<file path="config.mk">
export PLATFORM = sky130hd
export DESIGN_NAME = feed_sequencer
export DESIGN_NICKNAME = d
export VERILOG_FILES = /design/src/rtl/feed_sequencer.sv
export SDC_FILE = /design/constraint.sdc
export NUM_CORES = 1
export LEC_CHECK = 0
export BUFFER_PORTS_ARGS = -buffer_cell sky130_fd_sc_hd__buf_2
export CORE_MARGIN = 2
export CORE_UTILIZATION = 51
export CTS_CLUSTER_DIAMETER = 50
export DETAILED_ROUTE_END_ITERATION = 12
export PLACE_DENSITY_LB_ADDON = 0.3
export SLEW_MARGIN = 15
export SYNTH_ARGS = -nofsm -noshare
export SYNTH_HDL_FRONTEND = slang
export SYNTH_SLANG_ARGS = --single-unit
</file>
<file path="constraint.sdc">
create_clock -name clk -period 2 [get_ports clk]
set_input_delay 0.1 -clock clk [delete_from_list [all_inputs] [get_ports clk]]
set_output_delay 0.1 -clock clk [all_outputs]
set_load 0.01 [all_outputs]
</file>
<file path="src/rtl/feed_sequencer.sv">
// -----------------------------------------------------------------------------
// feed_sequencer
//
// Control stage sitting directly in front of a bank of data_feeder shift
// registers in the systolic MAC datapath.  A run request parallel-loads every
// feeder, then walks a diagonal wavefront of shift enables across the lanes
// (lane i starts i cycles after lane 0).  The MAC accumulate enable is held
// through a drain window so partial sums can finish propagating, and a
// single-cycle done pulse closes the run.
//
// Run timeline (one cycle per line unless noted):
//   IDLE  -> LOAD (1) -> FEED (DEPTH+ROWS-1) -> DRAIN (DRAIN_CYCLES) -> DONE (1)
//
// Parameters:
//   ROWS          number of feeder lanes driven
//   DEPTH         bytes held per feeder (shift enables per lane per run)
//   DRAIN_CYCLES  extra acc_en cycles after the last lane; 0 skips DRAIN
//
// Ports:
//   clk          in   rising-edge clock
//   reset_n      in   asynchronous active-low reset, synchronous release
//   start        in   run request, only honoured while idle
//   feeder_load  out  parallel-load strobe to every feeder
//   feeder_en    out  [ROWS] per-lane shift enable
//   lane_valid   out  [ROWS] lane output holds a real operand byte
//   acc_clear    out  clears the MAC accumulators
//   acc_en       out  MAC accumulate enable
//   busy         out  run in progress
//   done         out  one-cycle run-complete pulse
//
// Every output is a flop.  The next state and next count are decoded
// combinationally and the output flops are loaded from that decode, so each
// output is valid in the very cycle its state/count is current.  This keeps
// feeder_load glitch-free for the asynchronous load input it drives.
// -----------------------------------------------------------------------------
module feed_sequencer #(
   parameter int ROWS         = 7,
   parameter int DEPTH        = 7,
   parameter int DRAIN_CYCLES = 6
) (
   input  logic            clk,
   input  logic            reset_n,
   input  logic            start,
   output logic            feeder_load,
   output logic [ROWS-1:0] feeder_en,
   output logic [ROWS-1:0] lane_valid,
   output logic            acc_clear,
   output logic            acc_en,
   output logic            busy,
   output logic            done
);

   // Length of the skewed feed window: lane ROWS-1 finishes DEPTH cycles
   // after it starts, which is ROWS-1 cycles after lane 0 starts.
   localparam int FEED_LEN = DEPTH + ROWS - 1;

   // The single counter is shared by FEED and DRAIN, so it must cover the
   // longer of the two.  Floor at one bit so degenerate sizes still elaborate.
   localparam int CNT_SPAN = (FEED_LEN > DRAIN_CYCLES)
                             ? ((FEED_LEN > 1) ? FEED_LEN : 1)
                             : ((DRAIN_CYCLES > 1) ? DRAIN_CYCLES : 1);
   localparam int CW       = (CNT_SPAN > 1) ? $clog2(CNT_SPAN) : 1;

   localparam logic [CW-1:0] FEED_LAST  = CW'(FEED_LEN - 1);
   localparam logic [CW-1:0] DRAIN_LAST = (DRAIN_CYCLES > 0) ? CW'(DRAIN_CYCLES - 1) : '0;

   typedef enum logic [2:0] {
      S_IDLE  = 3'd0,
      S_LOAD  = 3'd1,
      S_FEED  = 3'd2,
      S_DRAIN = 3'd3,
      S_DONE  = 3'd4
   } state_t;

   state_t          r_state;
   state_t          w_state_next;
   logic [CW-1:0]   r_cnt;
   logic [CW-1:0]   w_cnt_next;
   logic [ROWS-1:0] w_lane_next;

   logic            r_feeder_load;
   logic [ROWS-1:0] r_feeder_en;
   logic [ROWS-1:0] r_lane_valid;
   logic            r_acc_clear;
   logic            r_acc_en;
   logic            r_busy;
   logic            r_done;

   // ---------------------------------------------------------------------
   // Next-state / next-count decode
   // ---------------------------------------------------------------------
   always_comb begin
      w_state_next = r_state;
      w_cnt_next   = r_cnt;
      case (r_state)
         S_IDLE: begin
            w_cnt_next = '0;
            if (start) begin
               w_state_next = S_LOAD;
            end
         end
         S_LOAD: begin
            w_state_next = S_FEED;
            w_cnt_next   = '0;
         end
         S_FEED: begin
            if (r_cnt == FEED_LAST) begin
               w_cnt_next = '0;
               // With no drain window the run closes straight after feeding.
               if (DRAIN_CYCLES == 0) begin
                  w_state_next = S_DONE;
               end else begin
                  w_state_next = S_DRAIN;
               end
            end else begin
               w_cnt_next = r_cnt + CW'(1);
            end
         end
         S_DRAIN: begin
            if (r_cnt == DRAIN_LAST) begin
               w_state_next = S_DONE;
               w_cnt_next   = '0;
            end else begin
               w_cnt_next = r_cnt + CW'(1);
            end
         end
         S_DONE: begin
            // start is deliberately not looked at here: a held start gives
            // exactly one IDLE cycle between runs.
            w_state_next = S_IDLE;
            w_cnt_next   = '0;
         end
         default: begin
            w_state_next = S_IDLE;
            w_cnt_next   = '0;
         end
      endcase
   end

   // ---------------------------------------------------------------------
   // Diagonal window per lane: lane gi is active for FEED counts
   // gi .. gi+DEPTH-1.  Decoded from the next count so the registered
   // enable lines up with the cycle that count becomes current.
   // ---------------------------------------------------------------------
   generate
      for (genvar gi = 0; gi < ROWS; gi++) begin : g_lane
         assign w_lane_next[gi] = (w_state_next == S_FEED)
                                  && (int'(w_cnt_next) >= gi)
                                  && (int'(w_cnt_next) <= gi + DEPTH - 1);
      end
   endgenerate

   // ---------------------------------------------------------------------
   // State, counter and registered outputs
   // ---------------------------------------------------------------------
   always_ff @(posedge clk or negedge reset_n) begin
      if (!reset_n) begin
         r_state       <= S_IDLE;
         r_cnt         <= '0;
         r_feeder_load <= 1'b0;
         r_feeder_en   <= '0;
         r_lane_valid  <= '0;
         r_acc_clear   <= 1'b0;
         r_acc_en      <= 1'b0;
         r_busy        <= 1'b0;
         r_done        <= 1'b0;
      end else begin
         r_state       <= w_state_next;
         r_cnt         <= w_cnt_next;
         r_feeder_load <= (w_state_next == S_LOAD);
         r_acc_clear   <= (w_state_next == S_LOAD);
         r_feeder_en   <= w_lane_next;
         r_lane_valid  <= w_lane_next;
         r_acc_en      <= (w_state_next == S_FEED) || (w_state_next == S_DRAIN);
         r_busy        <= (w_state_next != S_IDLE);
         r_done        <= (w_state_next == S_DONE);
      end
   end

   assign feeder_load = r_feeder_load;
   assign feeder_en   = r_feeder_en;
   assign lane_valid  = r_lane_valid;
   assign acc_clear   = r_acc_clear;
   assign acc_en      = r_acc_en;
   assign busy        = r_busy;
   assign done        = r_done;

endmodule

</file>
Yosys cells after proc, flatten, opt, wreduce, memory -nomap -nowiden
Cells that the tools add are included.
Cells by class
  equal/unequal tests: 9
  magnitude comparators: 13
  add/subtract/negate cells: 1
  reductions and logical operators: 16
  muxes and demuxes: 7
Operators by type and width (number)
  4-bit less-or-equal comparator, second input constant: 5
  1-bit logical AND: 13
  3-bit by 2-bit equality test with 1-bit output, second input constant: 4
  4-bit by 3-bit greater-or-equal comparator with 1-bit output, second input constant: 3
  3-bit one-hot mux with 4 select lines: 1
  3-bit 2-to-1 mux: 3
  4-bit by 2-bit greater-or-equal comparator with 1-bit output, second input constant: 2
  4-bit by 3-bit less-or-equal comparator with 1-bit output, second input constant: 2
  4-bit 2-to-1 mux: 2
  4-bit one-hot mux with 2 select lines: 1
  3-bit by 1-bit equality test with 1-bit output, second input constant: 2
  4-bit by 1-bit adder with 4-bit output, second input constant: 1
  4-bit by 3-bit equality test with 1-bit output, second input constant: 1
  4-bit equality test, second input constant: 1
  4-bit by 1-bit greater-or-equal comparator with 1-bit output, second input constant: 1
  3-bit equality test, second input constant: 1
  3-bit zero test: 1
  3-bit nonzero test: 1
  1-bit logical OR: 1
Storage, ports and cells
  bits in registers: 18
  bits of input ports: 3

Longest topological paths before layout
  word-level depth: 6
  mapped depth: 7
  gate-level depth less buffers: 6

Worst setup path before layout
OpenSTA, ideal clock, no wires.
  kind: register -> register
  start: reg r_cnt[0]
  end: reg r_cnt[0]
  arrival: 1573 ps
  slack: 347 ps
  data required time: 1920 ps
  stages on the path, launching flop included: 8
  period minus slack after synthesis: 1653 ps
  path buffers: 1
  cell sequence: dfrtp_1 > inv_1 > ha_1 > and3_2 > or3_1 > buf_2 > and2_4 > nor3_2
On the way
  cells in the longest elaborated chain, start to end: 3
  elaborated cells on any way between the ends: 6
  classes of those cells: add/sub (1); eq/ne (2); mux (3)
Ends and longest elaborated chain
  from (decl): RTL line 77  | logic [CW-1:0] r_cnt;
  from (signal assigned): RTL line 169  | r_cnt <= w_cnt_next;
  4-bit by 1-bit adder with 4-bit output, or another cell as far along: RTL line 116, 124
  4-bit 2-to-1 mux (on tied branches): RTL line 120, 107
  4-bit one-hot mux with 2 select lines (*): RTL line 95  | case (r_state)
  via w_cnt_next[0]: RTL line 78  | logic [CW-1:0] w_cnt_next;
The timed path passes the listed nets; every way through them passes the cells marked *.

Worst setup path in the final report
Ends and elaborated chain as after synthesis.

==> qor.log <==
qor: sta.rsz0062_at_grt no
qor: worst_setup_path.cpMaxStageDelayCell sky130_fd_sc_hd__dfrtp_1
qor: drt.drt_drc_violations_left 0
qor: worst_setup_path.worstPathMaxFanout 8
qor: power_and_ir_drop.p_clk_share 12.7%
qor: cts.cts_buffer_depth 2
qor: global_route.grt_pass1_vias 590
qor: logic_synthesis.flip_flop_and_latch_count_after_synthesis 18
qor: cts.worst_skew_pair.late_latency 290 ps
qor: placed_design.preCtsSetupSlack 187 ps
qor: cts.tritoncts_num_sinks 18
qor: die.floorplan.die_area 2130 um^2
qor: placed_design.placed_cells 116
qor: finish.area.growth.synth_to_final 10.4%
qor: worst_setup_path.worstPathCellList inv_1 > ha_1 > and3_2 > or3_1 > and2_4 > nor3_2
qor: sta.final_critical_path_setup_slack 142 ps
qor: worst_setup_path.crit_required 2220 ps
qor: worst_setup_path.setup.worst_path.class reg -> reg
qor: logic_synthesis.synth_warnings 0
qor: worst_setup_path.crit-reg2reg-launch r_cnt[0]$_DFF_PN0_
qor: die.initial_core_util 53.6%
qor: drt.num_vias 683
qor: drt.drt_first_iter_violations 30
qor: die.fp-row-count 15
qor: sta.maxClockFrequency 0.538 GHz
qor: logic_synthesis.top_post_synthesis_cells_by_area sky130_fd_sc_hd__dfrtp_1 50%, sky130_fd_sc_hd__buf_4 6.6%, sky130_fd_sc_hd__nor2_1 4.6%
qor: sta.layout_min_cycle_time 1860 ps
qor: logic_synthesis.netlist-cell-type-count 31
qor: worst_setup_path.crit_path_end_kind flip-flop
qor: die.chipWidth 46.1 um
qor: power_and_ir_drop.p_comb_share 51.9%
qor: sta.period_share 92.9%
qor: sta.maxSlewHeadroom 65.6%
qor: power_and_ir_drop.share_seq_of_total_power 35.4%
qor: power_and_ir_drop.report.power.total 1.76 mW
qor: die.ioPinCount 22
qor: cts.root_buffer sky130_fd_sc_hd__clkbuf_4
qor: finish.nNetsFinal 111
qor: finish.fillcell_total 144
qor: die.fp.dieH 46.1 um
qor: sta.skew 6.04 ps
qor: logic_synthesis.synthCells 90
qor: drt.drtPass1Iterations 4
qor: worst_setup_path.crit_arrival 2070 ps
qor: logic_synthesis.seq_area_frac_synth 49.7%
qor: global_route.pin_count_of_the_biggest_net_entering_global_routing 19
qor: drt.drt_wl_total 1520 um
qor: global_route.grt_antenna_before_repair 0
qor: finish.layout-drive-gt1-share 30.8%
qor: worst_setup_path.timing.critical_path.from_type flip-flop
qor: power_and_ir_drop.switching_power 0.761 mW
qor: cts.number_of_buffers_added_by_the_clock_tree_synthesis_step 3
qor: job.maxCapViolCount 0
qor: logic_synthesis.synth_largest_area_cell sky130_fd_sc_hd__dfrtp_1
qor: cts.post_cts.repair.setup_buffers 0
qor: status.status completed
qor: power_and_ir_drop.cellLeakagePower 0.495 nW
qor: placed_design.gp_congestion 0.854
qor: drt.postRouteAntennaNets 0
qor: cts.clock_tree.htree_level_count 1
qor: power_and_ir_drop.power.density 1760 nW/um^2
qor: sta.finalHoldViolCount 0
qor: finish.layout_commonest_cell sky130_fd_sc_hd__buf_2
qor: worst_hold_path.hp-start start
qor: logic_synthesis.yosysTopAreaCellShare 49.7%
qor: sta.transition_time_of_the_tightest_slew_check_pin 514 ps
qor: sta.drv_slew 0
qor: global_route.total_grt_overflow 0
qor: worst_hold_path.holdCritPathClass in -> reg
qor: logic_synthesis.synth.net_count 96
qor: cts.tritoncts_clock_tree built
qor: placed_design.place_hpwl 1030 um
qor: power_and_ir_drop.swShare 43.2%
qor: die.coreArea 1690 um^2
qor: power_and_ir_drop.max-vdd-ir-drop 0.000770 V
qor: power_and_ir_drop.internal_power 1.00 mW
qor: placed_design.buffer_ports.inserted 21
qor: finish.post_layout_nonfiller_instances 121
qor: sta.setup_violations 0
qor: global_route.grtUsageTotal 17.3%
qor: finish.number_of_diodes 0
qor: cts.cts.reportedPaths.clkPinSlew 100 ps
qor: finish.layout_common_cells 21 x sky130_fd_sc_hd__buf_2, 18 x sky130_fd_sc_hd__dfrtp_1, 11 x sky130_fd_sc_hd__nor2_1
qor: logic_synthesis.post_synth_instance_area 906 um^2
qor: worst_setup_path.critical-path-max-stage-delay 460 ps
qor: worst_setup_path.critPathLaunch r_cnt[0]$_DFF_PN0_
qor: sta.tns 0 ps
qor: global_route.grt_pass1_wl 2590 um
qor: cts.postCtsResizedCells 0
qor: logic_synthesis.mean_area_per_synthesized_cell 10.1 um^2
qor: drt.detail_route.wl_per_cell 12.6 um
qor: drt.vias_per_cell 5.64
-- stage by stage --
stage | cell area [um^2] | hold WS [ps] | utilization [%]
floorplan | 906 | -196 | -
global placement | 953 | 43.9 | 56.4
detailed placement | 953 | 46.8 | 56.4
CTS | 1000 | 65.2 | 59.2
global route | 1000 | 79.3 | 59.2
finish | 1000 | 62.4 | 59.2
-- layer usage --
layer / up-vias / routed length, um / GRT usage, %
li1: 323 / - / -
met4: 0 / 34 / 8.57
met3: 7 / 94 / 3.53
met5: - / 0 / 0
met1: 320 / 695 / 22.1
met2: 33 / 698 / 27.5
-- synthesized netlist by cell type (all sizes together) --
library cell	count
or3	3
nand3	3
buf	11
nor4b	1
xnor2	1
nand4	1
nand2	7
nor2	11
and3	1
and2	2
ha	3
clkbuf	1
a21oi	4
and2b	1
a211oi	2
xor2	2
o21ai	4
nor2b	1
nand3b	1
dfrtp	18
nor3	6
o21a	1
inv	2
nand2b	1
mux2i	2
-- area by class of cell --
class / count / area [um^2] / share of cell area (%)
clock buffer: 4 / 36.3 / 3.63
timing repair buffer: 22 / 115 / 11.5
tap: 17 / 21.3 / 2.13
multi-input combinational: 58 / 369 / 36.9
sequential: 18 / 450 / 45.1
inverter: 2 / 7.51 / 0.751
-- path summary, 6_finish.rpt --
check / to / slack [ps] / cells past startpoint
hold / removal: busy$_DFF_PN0_ / 60 / 3
setup reg to reg: r_cnt[0]$_DFF_PN0_ / 140 / 6
max in group asynchronous: r_cnt[1]$_DFF_PN0_ / 1480 / 2
hold reg to reg: r_cnt[0]$_DFF_PN0_ / 570 / 1
min in group asynchronous: r_cnt[2]$_DFF_PN0_ / 240 / 2
setup / recovery: r_cnt[0]$_DFF_PN0_ / 140 / 6
-- flip-flops by register name (all words and copies together) (netlist names) --
signal / count
lane_valid: 7
r_cnt: 4
r_state: 3
acc_clear: 1
acc_en: 1
busy: 1
done: 1
-- timing repair --
action / CTS / global route
hold endpoints to repair: 18 / 0
setup endpoints to repair: 0 / 0
hold buffers: 1 / 0
-- kinds of logic (layout without fill, tap and decap cells) --
| kind of cell | count (synthesis) | count (layout) | synth area share (%) |
|---|---|---|---|
| AND/OR/NAND/NOR | 39 | 39 | 23.3 |
| multiplexers | 2 | 2 | 2.21 |
| adder cells (fa/ha/maj) | 3 | 3 | 4.14 |
| flip-flops | 18 | 18 | 49.7 |
| XOR/XNOR | 3 | 3 | 3.73 |
| buffers and inverters | 14 | 28 | 9.53 |
| AO/OA/AOI/OAI | 11 | 11 | 7.32 |
-- power by group through the flow --
stage               registers (mW)  clock network (mW)  logic, mW
detailed placement           0.631                   0      0.888
global placement             0.625                   0      0.879
finish                       0.624               0.224      0.914
CTS                          0.623               0.225      0.911
global route                 0.647               0.239       1.04
floorplan                    0.626                   0      0.742
-- critical path, delay by kind of cell (launching register included) --
kind	cells	cell delay [ps]
AND/OR/NAND/NOR	4	1010
flip-flops	1	460
adder cells (fa/ha/maj)	1	200
buffers and inverters	1	110
No activity file was read; power rests on OpenSTA's default activity.
